[config.mk]
export PLATFORM = sky130hd
export DESIGN_NAME = regfile_writeback
export DESIGN_NICKNAME = d
export VERILOG_FILES = /design/src/rtl/regfile_writeback.sv
export SDC_FILE = /design/constraint.sdc
export NUM_CORES = 1
export LEC_CHECK = 0
export ABC_AREA = 1
export CORE_ASPECT_RATIO = 0.75
export CORE_MARGIN = 2
export CORE_UTILIZATION = 47
export CTS_CLUSTER_DIAMETER = 80
export DETAILED_ROUTE_END_ITERATION = 7
export MAX_ROUTING_LAYER = met4
export PLACE_DENSITY = 0.81
export SLEW_MARGIN = 30
export SYNTH_ARGS = -nofsm -noshare
export SYNTH_HDL_FRONTEND = slang
export SYNTH_SLANG_ARGS = --single-unit
export TNS_END_PERCENT = 10
[constraint.sdc]
create_clock -name clk -period 3.08 [get_ports clk]
set_input_delay 0.924 -clock clk [delete_from_list [all_inputs] [get_ports clk]]
set_output_delay 0.924 -clock clk [all_outputs]
set_load 0.01 [all_outputs]
[src/rtl/regfile_writeback.sv]
// Writeback stage: arbitrates ALU and load results onto the register-file write port
// and keeps a load scoreboard for decode stalls. Optional bypass flags under WB_BYPASS_EN.
module regfile_writeback #(
    parameter int XLEN = 32,
    parameter int NREG = 32,
    parameter int RW   = $clog2(NREG)
) (
    input  logic            clk,
    input  logic            n_rst,
    input  logic            alu_valid,
    output logic            alu_ready,
    input  logic [RW-1:0]   alu_rd,
    input  logic [XLEN-1:0] alu_data,
    input  logic            ld_valid,
    output logic            ld_ready,
    input  logic [RW-1:0]   ld_rd,
    input  logic [XLEN-1:0] ld_data,
    input  logic            iss_valid,
    input  logic [RW-1:0]   iss_rd,
    output logic            iss_ready,
    input  logic [RW-1:0]   rsel1,
    input  logic [RW-1:0]   rsel2,
    output logic            busy1,
    output logic            busy2,
    output logic            wen,
    output logic [RW-1:0]   wsel,
    output logic [XLEN-1:0] wdat,
    output logic            byp1,
    output logic            byp2
);

    logic            last_grant_q, last_grant_d;
    logic            wen_q, wen_d;
    logic [RW-1:0]   wsel_q, wsel_d;
    logic [XLEN-1:0] wdat_q, wdat_d;
    logic [NREG-1:0] busy_q, busy_d;

    logic alu_go;
    logic ld_go;
    logic iss_set;

    // last_grant_q == 1 means the load unit won the previous transfer
    assign alu_go = alu_valid && (!ld_valid || last_grant_q);
    assign ld_go  = ld_valid && (!alu_valid || !last_grant_q);

    assign alu_ready = alu_go;
    assign ld_ready  = ld_go;

    always_comb begin
        last_grant_d = last_grant_q;
        if (ld_go) begin
            last_grant_d = 1'b1;
        end else if (alu_go) begin
            last_grant_d = 1'b0;
        end
    end

    // x0 writes are consumed but never reach the port; wsel/wdat only move on a real write
    always_comb begin
        wen_d  = 1'b0;
        wsel_d = wsel_q;
        wdat_d = wdat_q;
        if (ld_go) begin
            if (ld_rd != '0) begin
                wen_d  = 1'b1;
                wsel_d = ld_rd;
                wdat_d = ld_data;
            end
        end else if (alu_go) begin
            if (alu_rd != '0) begin
                wen_d  = 1'b1;
                wsel_d = alu_rd;
                wdat_d = alu_data;
            end
        end
    end

    assign iss_ready = !busy_q[iss_rd];
    assign iss_set   = iss_valid && iss_ready && (iss_rd != '0);
    assign busy1     = busy_q[rsel1];
    assign busy2     = busy_q[rsel2];

    assign busy_d[0] = 1'b0;

    // Per-register scoreboard bit: a same-cycle issue overrides a retiring load
    generate
        for (genvar gi = 1; gi < NREG; gi++) begin : g_sb
            logic hit_clr;
            logic hit_set;
            assign hit_clr    = ld_go && (ld_rd == RW'(gi));
            assign hit_set    = iss_set && (iss_rd == RW'(gi));
            assign busy_d[gi] = hit_set || (busy_q[gi] && !hit_clr);
        end
    endgenerate

    always_ff @(posedge clk) begin
        if (!n_rst) begin
            last_grant_q <= 1'b0;
            wen_q        <= 1'b0;
            wsel_q       <= '0;
            wdat_q       <= '0;
            busy_q       <= '0;
        end else begin
            last_grant_q <= last_grant_d;
            wen_q        <= wen_d;
            wsel_q       <= wsel_d;
            wdat_q       <= wdat_d;
            busy_q       <= busy_d;
        end
    end

    assign wen  = wen_q;
    assign wsel = wsel_q;
    assign wdat = wdat_q;

`ifdef WB_BYPASS_EN
    assign byp1 = wen_q && (wsel_q == rsel1) && (rsel1 != '0);
    assign byp2 = wen_q && (wsel_q == rsel2) && (rsel2 != '0);
`else
    assign byp1 = 1'b0;
    assign byp2 = 1'b0;
`endif

endmodule

==> results.cfg, run 1 <==
[power_and_ir_drop]
power.leakage_nw = 2.41
clkPwrFrac = 0.413
seq_power_share = 0.363
totalPowerFinal_mw = 2.74
power.share.combinational = 0.224
peakVddDrop_v = 0.000308
internal_power_mw = 1.99
p_switching_mw = 0.746
switching_share = 0.272
p_per_area_nw_per_um2 = 440

[detailed_routing]
wl_per_cell_um = 17.2
routed_wl_um = 15600
wl_met1_um = 6540
drt_pre_antenna_iters = 5
vias = 5152
wl_met2_um = 7100
wl_met3_um = 1440
via_per_inst = 5.69
drtIter0Drc = 419
antenna_left = 0
topRoutingLayerUsed = met4
drc = 0

[placed_design]
numPortBuffers = 136
dp_hpwl_um = 11300
routabilityCongestion = 0.957
placed_area_um2 = 5880
place_ws_ns = -0.699
dp.cells = 887

[clocking]
cts_inserted_buffers = 9
hold_buffers = 0
tritoncts = built
path_clk_slew_ns = 0.05
clockBufferDepth = 2
insertion_delay_ns = 0.33
htree_levels = 3
root_buffer = clkbuf_16
clock_sinks = 70

[sta]
period_share = 0.988
min_period_ns = 3.04
fin_ws_ns = 0.0363
finClkSkew_ns = 0.00717
finalSetupViolations = 0
hold_viol_final = 0
final_max_slew_viol_count = 0
hold_ws_ns = 0.540
rsz0062_at_grt = yes
finalSetupTns_ns = 0
tightest_slew_ns = 0.526
max_freq_ghz = 0.329
maxSlewHeadroom = 0.650

[logic_synthesis]
synthesis.area_um2 = 4310
synth-seq-cells = 70
ys_warn_count = 0
syn_area_per_cell_um2 = 6.67
seq_area_frac_synth = 0.325
synth.distinct_cells = 30
synthCells = 646

[final_layout]
fillers = 764
nets = 882
design_area_um2 = 6220
area_delta_synth_final_pct = 44.4
antenna_cells = 0
drive_gt1_frac = 0.170
fin_util = 0.694
final_cells = 905

[global_routing]
grt_overflow_total = 0
antenna_found_initial = 0
grt_start_max_net_pins = 49
grt_pass1_vias = 4938
grt_pass1_wl_um = 24700
gr-usage-all-layers = 0.329

[floorplan]
io-pin-count = 139
placement_rows = 30
die_area_um2 = 9960
fp.dieH_um = 86.9
floorplan.initialDensity = 0.480
die_w_um = 115
fp.coreArea_um2 = 8970

[status]
outcome = finished, final reports clean

[worst_setup_path]
cp.required_ns = 2.16
critPathKind = primary input to output pin
ff2ff_path_depth = 12
cp.arrival_ns = 2.12
startpoint_type = primary input
crit_fanout = 3
worst_setup_path_end_kind = output pin

[flow_run]
max_cap_viol_count = 0

[worst_hold_path]
hp-class = register to register
holdPathStages = 2
[cell type report]
| cell class | instances | area, um^2 | share of cell area |
|---|---|---|---|
| clock buffer | 12 | 246 | 0.0396 |
| clock inverter | 4 | 70.1 | 0.0113 |
| inverter | 33 | 134 | 0.0215 |
| multi-input combinational | 501 | 2590 | 0.417 |
| sequential | 70 | 1400 | 0.225 |
| tap | 112 | 140 | 0.0225 |
| timing repair buffer | 173 | 1640 | 0.263 |
[final timing paths]
check,startpoint,end,slack [ns]
worst max-delay path,iss_rd[2],iss_ready,0.04
worst min register to register,wdat[10]$_SDFFE_PN0P_,wdat[10]$_SDFFE_PN0P_,0.54
worst max register to register,busy_q[18]$_SDFF_PN0_,busy_q[20]$_SDFF_PN0_,1.23
worst min-delay path,wdat[10]$_SDFFE_PN0P_,wdat[10]$_SDFFE_PN0P_,0.54
[metal layers]
| metal | up-vias | global-route usage |
|---|---|---|
| met5 | - | - |
| met4 | 0 | 0.150 |
| met3 | 39 | 0.0647 |
| met2 | 249 | 0.501 |
| met1 | 2389 | 0.423 |
| li1 | 2475 | - |
[cell usage in the layout, fill, tap and decap left out, types with 3 or more instances in the layout]
| master | netlist | routed |
|---|---|---|
| nand2_1 | 180 | 179 |
| clkdlybuf4s50_1 | 0 | 123 |
| o21ai_0 | 105 | 95 |
| dfxtp_1 | 70 | 70 |
| nor2_1 | 60 | 58 |
| a31oi_1 | 37 | 37 |
| buf_4 | 2 | 32 |
| a21oi_2 | 29 | 31 |
| nand3_2 | 29 | 29 |
| inv_1 | 26 | 25 |
| nand3_1 | 14 | 14 |
| nor3_1 | 13 | 13 |
| clkbuf_16 | 0 | 9 |
| o21ai_1 | 0 | 8 |
| a21oi_1 | 9 | 7 |
| o221ai_1 | 7 | 7 |
| o211ai_1 | 5 | 5 |
| dlygate4sd2_1 | 0 | 5 |
| clkinv_2 | 0 | 4 |
| buf_2 | 7 | 4 |
| inv_2 | 3 | 3 |
| o22ai_1 | 3 | 3 |
| clkbuf_2 | 0 | 3 |
| buf_6 | 1 | 3 |
[power groups by stage]
stage	Combinational, mW	Sequential [mW]	Clock, mW
CTS	0.609	0.993	1.13
detailed placement	0.606	1.01	0
finish	0.614	0.993	1.13
global route	0.666	0.998	1.17
global placement	0.600	1.01	0
floorplan	0.256	1.03	0
[what timing repair did]
| action | CTS | global route |
|---|---|---|
| pin swaps | 2 | 7 |
| setup buffers | 1 | 1 |
| resized for setup | 39 | 20 |
| endpoints found under the setup margin | 5 | 3 |
| gates cloned | 0 | 0 |
[worst max-delay path, cell delays in order]
cell	delay [ns]
clkdlybuf4s50_1	0.50
inv_1	0.07
nand2_1	0.11
inv_1	0.07
a21oi_1	0.14
nand2_1	0.10
nand2_4	0.08
buf_2	0.12
[cell usage after synthesis]
library cell | count | share of area
a21o_1 | 1 | 0.0017
o21ai_0 | 105 | 0.12
inv_1 | 26 | 0.023
nand2_4 | 1 | 0.0026
buf_1 | 1 | 0.00087
or2_2 | 1 | 0.0015
o22ai_1 | 3 | 0.0044
nor2_2 | 1 | 0.0015
buf_2 | 7 | 0.0081
nor2_1 | 60 | 0.052
buf_4 | 2 | 0.0035
a21boi_1 | 1 | 0.0017
o211ai_1 | 5 | 0.0087
a21oi_1 | 9 | 0.010
conb_1 | 1 | 0.00087
nand3_2 | 29 | 0.067
inv_2 | 3 | 0.0026
o221ai_1 | 7 | 0.014
clkbuf_1 | 29 | 0.025
clkinv_1 | 4 | 0.0035
nand2_2 | 1 | 0.0015
o21a_1 | 2 | 0.0035
nand2_1 | 180 | 0.16
a21oi_2 | 29 | 0.059
nand3_1 | 14 | 0.016
buf_8 | 3 | 0.010
nor3_1 | 13 | 0.015
buf_6 | 1 | 0.0026
dfxtp_1 | 70 | 0.33
a31oi_1 | 37 | 0.054
[state kept, by name, summed over array words and instances, names as in the netlist]
register      cells
wdat             32
busy_q           31
wsel              5
last_grant_q      1
wen               1
[logic make-up (layout without fill, tap and decap cells)]
| group | after synthesis | count (layout) | synth area share |
|---|---|---|---|
| DFF | 70 | 70 | 0.325 |
| AOI/OAI and AO/OA | 199 | 199 | 0.279 |
| and+or+nand+nor | 300 | 300 | 0.315 |
| buffers and inverters | 76 | 222 | 0.0796 |
| other | 1 | 2 | 0.000870 |
(Power assumes the default switching activity.)
==> run 2, diff against run 1 <==
--- a/config.mk
+++ b/config.mk
@@ -13,6 +13,7 @@
 export DETAILED_ROUTE_END_ITERATION = 7
 export MAX_ROUTING_LAYER = met4
 export PLACE_DENSITY = 0.81
+export SETUP_SLACK_MARGIN = 0.02
 export SLEW_MARGIN = 30
 export SYNTH_ARGS = -nofsm -noshare
 export SYNTH_HDL_FRONTEND = slang
==> results.cfg, run 2 (synthesis results as in run 1) <==
[sta]
finClkSkew_ns = 0.00684
final_max_slew_viol_count = 0
rsz0062_at_grt = yes
period_share = 0.977
min_period_ns = 3.01
max_freq_ghz = 0.332
maxSlewHeadroom = 0.648
finalSetupViolations = 0
hold_viol_final = 0
fin_ws_ns = 0.0698
tightest_slew_ns = 0.528

[final_layout]
drive_gt1_frac = 0.175
layout_common_cells = 178 x nand2_1, 121 x clkdlybuf4s50_1, 93 x o21ai_0
seq_area_um2 = 1400
largest_reg_flops = 32
multiInputGateArea_um2 = 2610
design_area_um2 = 6240
nets = 882
antenna_cells = 0
fin_util = 0.696
mostFrequentLayoutCell = nand2_1
fillers = 765
area_delta_synth_final_pct = 45.0

[detailed_routing]
routed_wl_um = 15600
drtIter0Drc = 434
antenna_left = 0
drt_pre_antenna_iters = 5
vias = 5122
drc = 0
via_per_inst = 5.66
wl_per_cell_um = 17.3

[floorplan]
floorplan.initialDensity = 0.480
fp.coreArea_um2 = 8970
placement_rows = 30
fp.dieH_um = 86.9
io-pin-count = 139
die_w_um = 115
die_area_um2 = 9960

[power_and_ir_drop]
p_switching_mw = 0.746
clkPwrFrac = 0.412
seq_power_share = 0.363
switching_share = 0.273
power.share.combinational = 0.225
p_per_area_nw_per_um2 = 439
internal_power_mw = 1.99
power.leakage_nw = 2.43
peakVddDrop_v = 0.000308

[worst_setup_path]
reg2reg_slack_ns = 1.24
critPathKind = primary input to output pin
cp_slowest_stage_delay_ns = 0.20
cp.required_ns = 2.16
worst_path_most_repeated_cell = o211ai_1
cp.depth = 9
cp.arrival_ns = 2.09
cp_cell_sequence = clkdlybuf4s15_2 -> clkinv_2 -> buf_12 -> o211ai_1 -> nand3_1 -> o211ai_1 -> o21ai_1 -> o21a_1 -> buf_2
crit_fanout = 18
critPathBufInv = 4
startpoint_type = primary input
critPathTopFamily = buffers and inverters
ff2ff_path_depth = 12
crit_start = rsel2[0]
worst_setup_path_end_kind = output pin
r2r-start = busy_q[18]$_SDFF_PN0_
slowest_stage = clkdlybuf4s15_2

[placed_design]
dp_hpwl_um = 11300
numPortBuffers = 136
place_ws_ns = -0.699
routabilityCongestion = 0.957
placed_area_um2 = 5880

[clocking]
clockBufferDepth = 2
root_buffer = clkbuf_16
insertion_delay_ns = 0.33
path_clk_slew_ns = 0.05
clock_sinks = 70
cts_inserted_buffers = 9
hold_buffers = 0
htree_levels = 3
tritoncts = built

[global_routing]
grt_pass1_wl_um = 24700
antenna_found_initial = 0
grt_overflow_total = 0
grt_start_max_net_pins = 49
grt_pass1_vias = 4938
gr-usage-all-layers = 0.329

[worst_hold_path]
holdPathStages = 2
hp-class = register to register
holdCritStartpoint = wdat[10]$_SDFFE_PN0P_

[flow_run]
max_cap_viol_count = 0

[status]
outcome = finished, final reports clean
==> run 2: cell count changes in the layout (fill, tap and decap cells not counted), sizes merged <==
cell and delta:
dlymetal6s2s +2, clkdlybuf4s50 -2, dlygate4sd2 -1, clkbuf +1
==> run 2: per-layer routing <==
layer  vias to the layer above  global-route usage  part of all wire
met5                         -                   -                 0
met4                         0               0.150             0.034
met1                      2347               0.423              0.41
li1                       2472                   -                 -
met2                       259               0.501              0.46
met3                        44              0.0647             0.097
==> run 2: repair_timing <==
action                                  4_1_cts  5_1_grt
buffers inserted                              1        1
pin swaps                                     2        7
gates resized for setup                      40       32
hold endpoints to repair                      0        0
endpoints found under the setup margin        5        3
==> run 2: tightest hold or removal path: cells and delay by family (launching register included) <==
family	cells	cell delay [ns]
flip-flops	1	0.31
AO/OA/AOI/OAI	2	0.19
==> run 2: power by group through the flow <==
stage	Clock, mW	Sequential (mW)	Combinational, mW
6_report	1.13	0.993	0.617
5_1_grt	1.17	0.998	0.669
4_1_cts	1.13	0.993	0.609
3_5_place_dp	0	1.01	0.606
3_3_place_gp	0	1.01	0.600
2_1_floorplan	0	1.03	0.256
==> run 2: cell type report <==
class | count | area share
sequential | 70 | 0.224
tap | 112 | 0.0224
clock inverter | 4 | 0.0112
inverter | 33 | 0.0218
timing repair buffer | 173 | 0.263
multi-input combinational | 501 | 0.418
clock buffer | 12 | 0.0395
==> run 2: worst paths after layout <==
kind                                         endpoint
worst max-delay path                            busy2
worst min-delay path            wdat[10]$_SDFFE_PN0P_
worst max register to register  busy_q[20]$_SDFF_PN0_
worst min register to register  wdat[10]$_SDFFE_PN0P_
==> run 2: metrics by stage <==
| step | power (mW) | std cells | hold slack [ns] | setup TNS [ns] |
|---|---|---|---|---|
| 3_5_place_dp | 1.62 | 887 | 0.527 | -2.07 |
| 2_1_floorplan | 1.28 | 647 | 0.473 | 0 |
| 6_report | 2.74 | 905 | 0.540 | 0 |
| 4_1_cts | 2.73 | 904 | 0.541 | -0.0355 |
| 5_1_grt | 2.83 | 905 | 0.557 | -0.00108 |
| 3_3_place_gp | 1.61 | 887 | 0.523 | -2.03 |
==> run 3, diff against run 2 <==
--- a/config.mk
+++ b/config.mk
@@ -5,10 +5,9 @@
 export SDC_FILE = /design/constraint.sdc
 export NUM_CORES = 1
 export LEC_CHECK = 0
-export ABC_AREA = 1
 export CORE_ASPECT_RATIO = 0.75
 export CORE_MARGIN = 2
-export CORE_UTILIZATION = 47
+export CORE_UTILIZATION = 46
 export CTS_CLUSTER_DIAMETER = 80
 export DETAILED_ROUTE_END_ITERATION = 7
 export MAX_ROUTING_LAYER = met4
==> results.cfg, run 3 <==
[logic_synthesis]
syn_area_per_cell_um2 = 8.71
synthesis.area_um2 = 3960
yosys.area.top_type = dfxtp_1
synthTopCellsByArea = dfxtp_1 35%, mux4_2 12%, nand2_1 9.1%
seq_area_frac_synth = 0.354
synth_edf_count = 0
synth_top_cell_area_share = 0.354
synth_flop_cell = dfxtp_1
synth-seq-cells = 70
synthCells = 454
synth.distinct_cells = 42
ys_warn_count = 0
synth.top_cells.by_count = 96 x nand2_1, 70 x dfxtp_1, 44 x nor2_1
synth_most_common_cell = nand2_1
async_flop_share = 0

[sta]
min_period_ns = 3.41
finalSetupViolations = 3
period_share = 1.11
hold_ws_ns = 0.493
hold_viol_final = 0
fin_ws_ns = -0.331
max_freq_ghz = 0.293
final_max_slew_viol_count = 0
finClkSkew_ns = 0.00811
rsz0062_at_grt = yes
tightest_slew_ns = 0.733
maxSlewHeadroom = 0.511

[detailed_routing]
drtIter0Drc = 431
via_per_inst = 6.15
routed_wl_um = 14100
drc = 0
drt_pre_antenna_iters = 5
wl_per_cell_um = 19.6
antenna_left = 0
vias = 4421

[worst_setup_path]
startpoint_type = primary input
r2r-start = busy_q[14]$_SDFF_PN0_
reg2reg_slack_ns = 0.90
critPathKind = primary input to output pin
crit_fanout = 4
r2r-end = busy_q[20]$_SDFF_PN0_
ff2ff_path_depth = 6
crit_end = busy1
cp_cell_sequence = buf_8 -> buf_6 -> mux4_2 -> mux4_2 -> mux2_4 -> buf_6
cp.required_ns = 2.16
cp_slowest_stage_delay_ns = 0.50
cp.arrival_ns = 2.49
crit_start = rsel1[0]
cp.depth = 6
critPathBufInv = 3
slowest_stage = mux4_2
critPathTopFamily = multiplexers
worst_setup_path_end_kind = output pin

[status]
outcome = finished with violations
violations = negative setup slack

[power_and_ir_drop]
clkPwrFrac = 0.390
p_switching_mw = 0.699
p_per_area_nw_per_um2 = 435
peakVddDrop_v = 0.000313
power.share.combinational = 0.232
switching_share = 0.266
seq_power_share = 0.378
power.leakage_nw = 2.30
internal_power_mw = 1.93

[floorplan]
fp.dieH_um = 84.3
die_area_um2 = 9360
floorplan.initialDensity = 0.470
fp.coreArea_um2 = 8420
die_w_um = 111
io-pin-count = 139
placement_rows = 29

[final_layout]
seq_area_um2 = 1400
antenna_cells = 0
nets = 701
multiInputGateArea_um2 = 2400
drive_gt1_frac = 0.178
layout_common_cells = 123 x clkdlybuf4s50_1, 96 x nand2_1, 70 x dfxtp_1
largest_reg_flops = 32
fillers = 638
design_area_um2 = 6040
mostFrequentLayoutCell = clkdlybuf4s50_1
area_delta_synth_final_pct = 52.8

[worst_hold_path]
hp-class = register to register
holdPathStages = 1

[global_routing]
grt_start_max_net_pins = 49
grt_pass1_wl_um = 22200
grt_pass1_vias = 4229
grt_overflow_total = 0
gr-usage-all-layers = 0.307
antenna_found_initial = 0

[clocking]
insertion_delay_ns = 0.33
htree_levels = 3
cts_inserted_buffers = 9
tritoncts = built
clock_sinks = 70
root_buffer = clkbuf_16
path_clk_slew_ns = 0.06
clockBufferDepth = 2

[placed_design]
routabilityCongestion = 1.02
placed_area_um2 = 5640
dp_hpwl_um = 10200
numPortBuffers = 136

[flow_run]
max_cap_viol_count = 0
[run 3: changes by cell type in the layout (fill, tap and decap cells not counted), sizes merged, moves of 8 or more]
| cell | before | now |
|---|---|---|
| a21oi | 38 | 6 |
| a311oi | 0 | 37 |
| a31oi | 37 | 0 |
| buf | 41 | 55 |
| inv | 29 | 5 |
| mux2i | 0 | 12 |
| mux4 | 0 | 21 |
| nand2 | 182 | 96 |
| nand3 | 43 | 7 |
| nor2 | 61 | 44 |
| nor3 | 13 | 1 |
| o21ai | 105 | 27 |
| o41ai | 0 | 8 |
[run 3: metal layers]
layer / up-vias / part of all wire / global-route usage
li1: 2006 / - / -
met4: 0 / 0.024 / 0.0909
met5: - / 0 / -
met3: 43 / 0.10 / 0.0830
met1: 2104 / 0.41 / 0.404
met2: 268 / 0.46 / 0.468
[run 3: final cells by class]
cell class / count / share of cell area
inverters: 5 / 0.00310
repair buffers: 184 / 0.297
multi-input cells: 337 / 0.397
clock inverters: 4 / 0.00787
flip-flops and latches: 70 / 0.232
well taps: 108 / 0.0224
clock buffers: 11 / 0.0402
[run 3: cell families (layout without fill, tap and decap cells)]
family	Yosys count	in the layout	synth area share
flip-flops	70	70	0.354
AO/OA/AOI/OAI	121	121	0.230
other	1	2	0.000948
AND/OR/NAND/NOR	176	176	0.196
multiplexers	38	38	0.164
buffers and inverters	48	204	0.0550
[run 3: metrics by stage]
| step | std cells | util | setup WS, ns | TNS, ns | total power [mW] |
|---|---|---|---|---|---|
| after floorplan | 455 | - | -0.352 | -0.897 | 1.27 |
| after global placement | 701 | 0.670 | -1.11 | -8.43 | 1.59 |
| after detailed placement | 701 | 0.670 | -1.13 | -9.03 | 1.60 |
| after CTS | 718 | 0.715 | -0.347 | -0.962 | 2.62 |
| after global routing | 719 | 0.718 | -0.368 | -1.08 | 2.72 |
| final | 719 | 0.718 | -0.331 | -0.968 | 2.63 |
[run 3: worst register-to-register path, stage by stage, from the launching register on]
cell,delay (ns)
dfxtp_1,0.36
mux4_2,0.49
mux2_2,0.30
nor3b_4,0.23
nor4_4,0.09
buf_4,0.23
o41ai_1,0.38
[run 3: timing repair]
item                                    in CTS  in global routing
hold buffers                                 0                  0
gates resized for setup                     55                  8
pin swaps                                    3                  4
gates cloned                                 1                  0
endpoints found under the setup margin      10                  3
setup buffers                                1                  1
[run 3: worst min path at each step]
stage                               from  slack (ns)                   endpoint
6_report       last_grant_q$_SDFFE_PN0P_        0.49  last_grant_q$_SDFFE_PN0P_
5_1_grt            wdat[24]$_SDFFE_PN0P_        0.52      wdat[24]$_SDFFE_PN0P_
4_1_cts        last_grant_q$_SDFFE_PN0P_        0.49  last_grant_q$_SDFFE_PN0P_
3_5_place_dp   last_grant_q$_SDFFE_PN0P_        0.49  last_grant_q$_SDFFE_PN0P_
3_3_place_gp   last_grant_q$_SDFFE_PN0P_        0.46  last_grant_q$_SDFFE_PN0P_
2_1_floorplan  last_grant_q$_SDFFE_PN0P_        0.44  last_grant_q$_SDFFE_PN0P_
[run 3: power by group through the flow]
stage / registers (mW) / clock network, mW / logic (mW)
finish: 0.996 / 1.03 / 0.609
global route: 1.00 / 1.07 / 0.652
CTS: 0.995 / 1.03 / 0.599
detailed placement: 1.01 / 0 / 0.584
global placement: 1.01 / 0 / 0.575
floorplan: 1.03 / 0 / 0.240
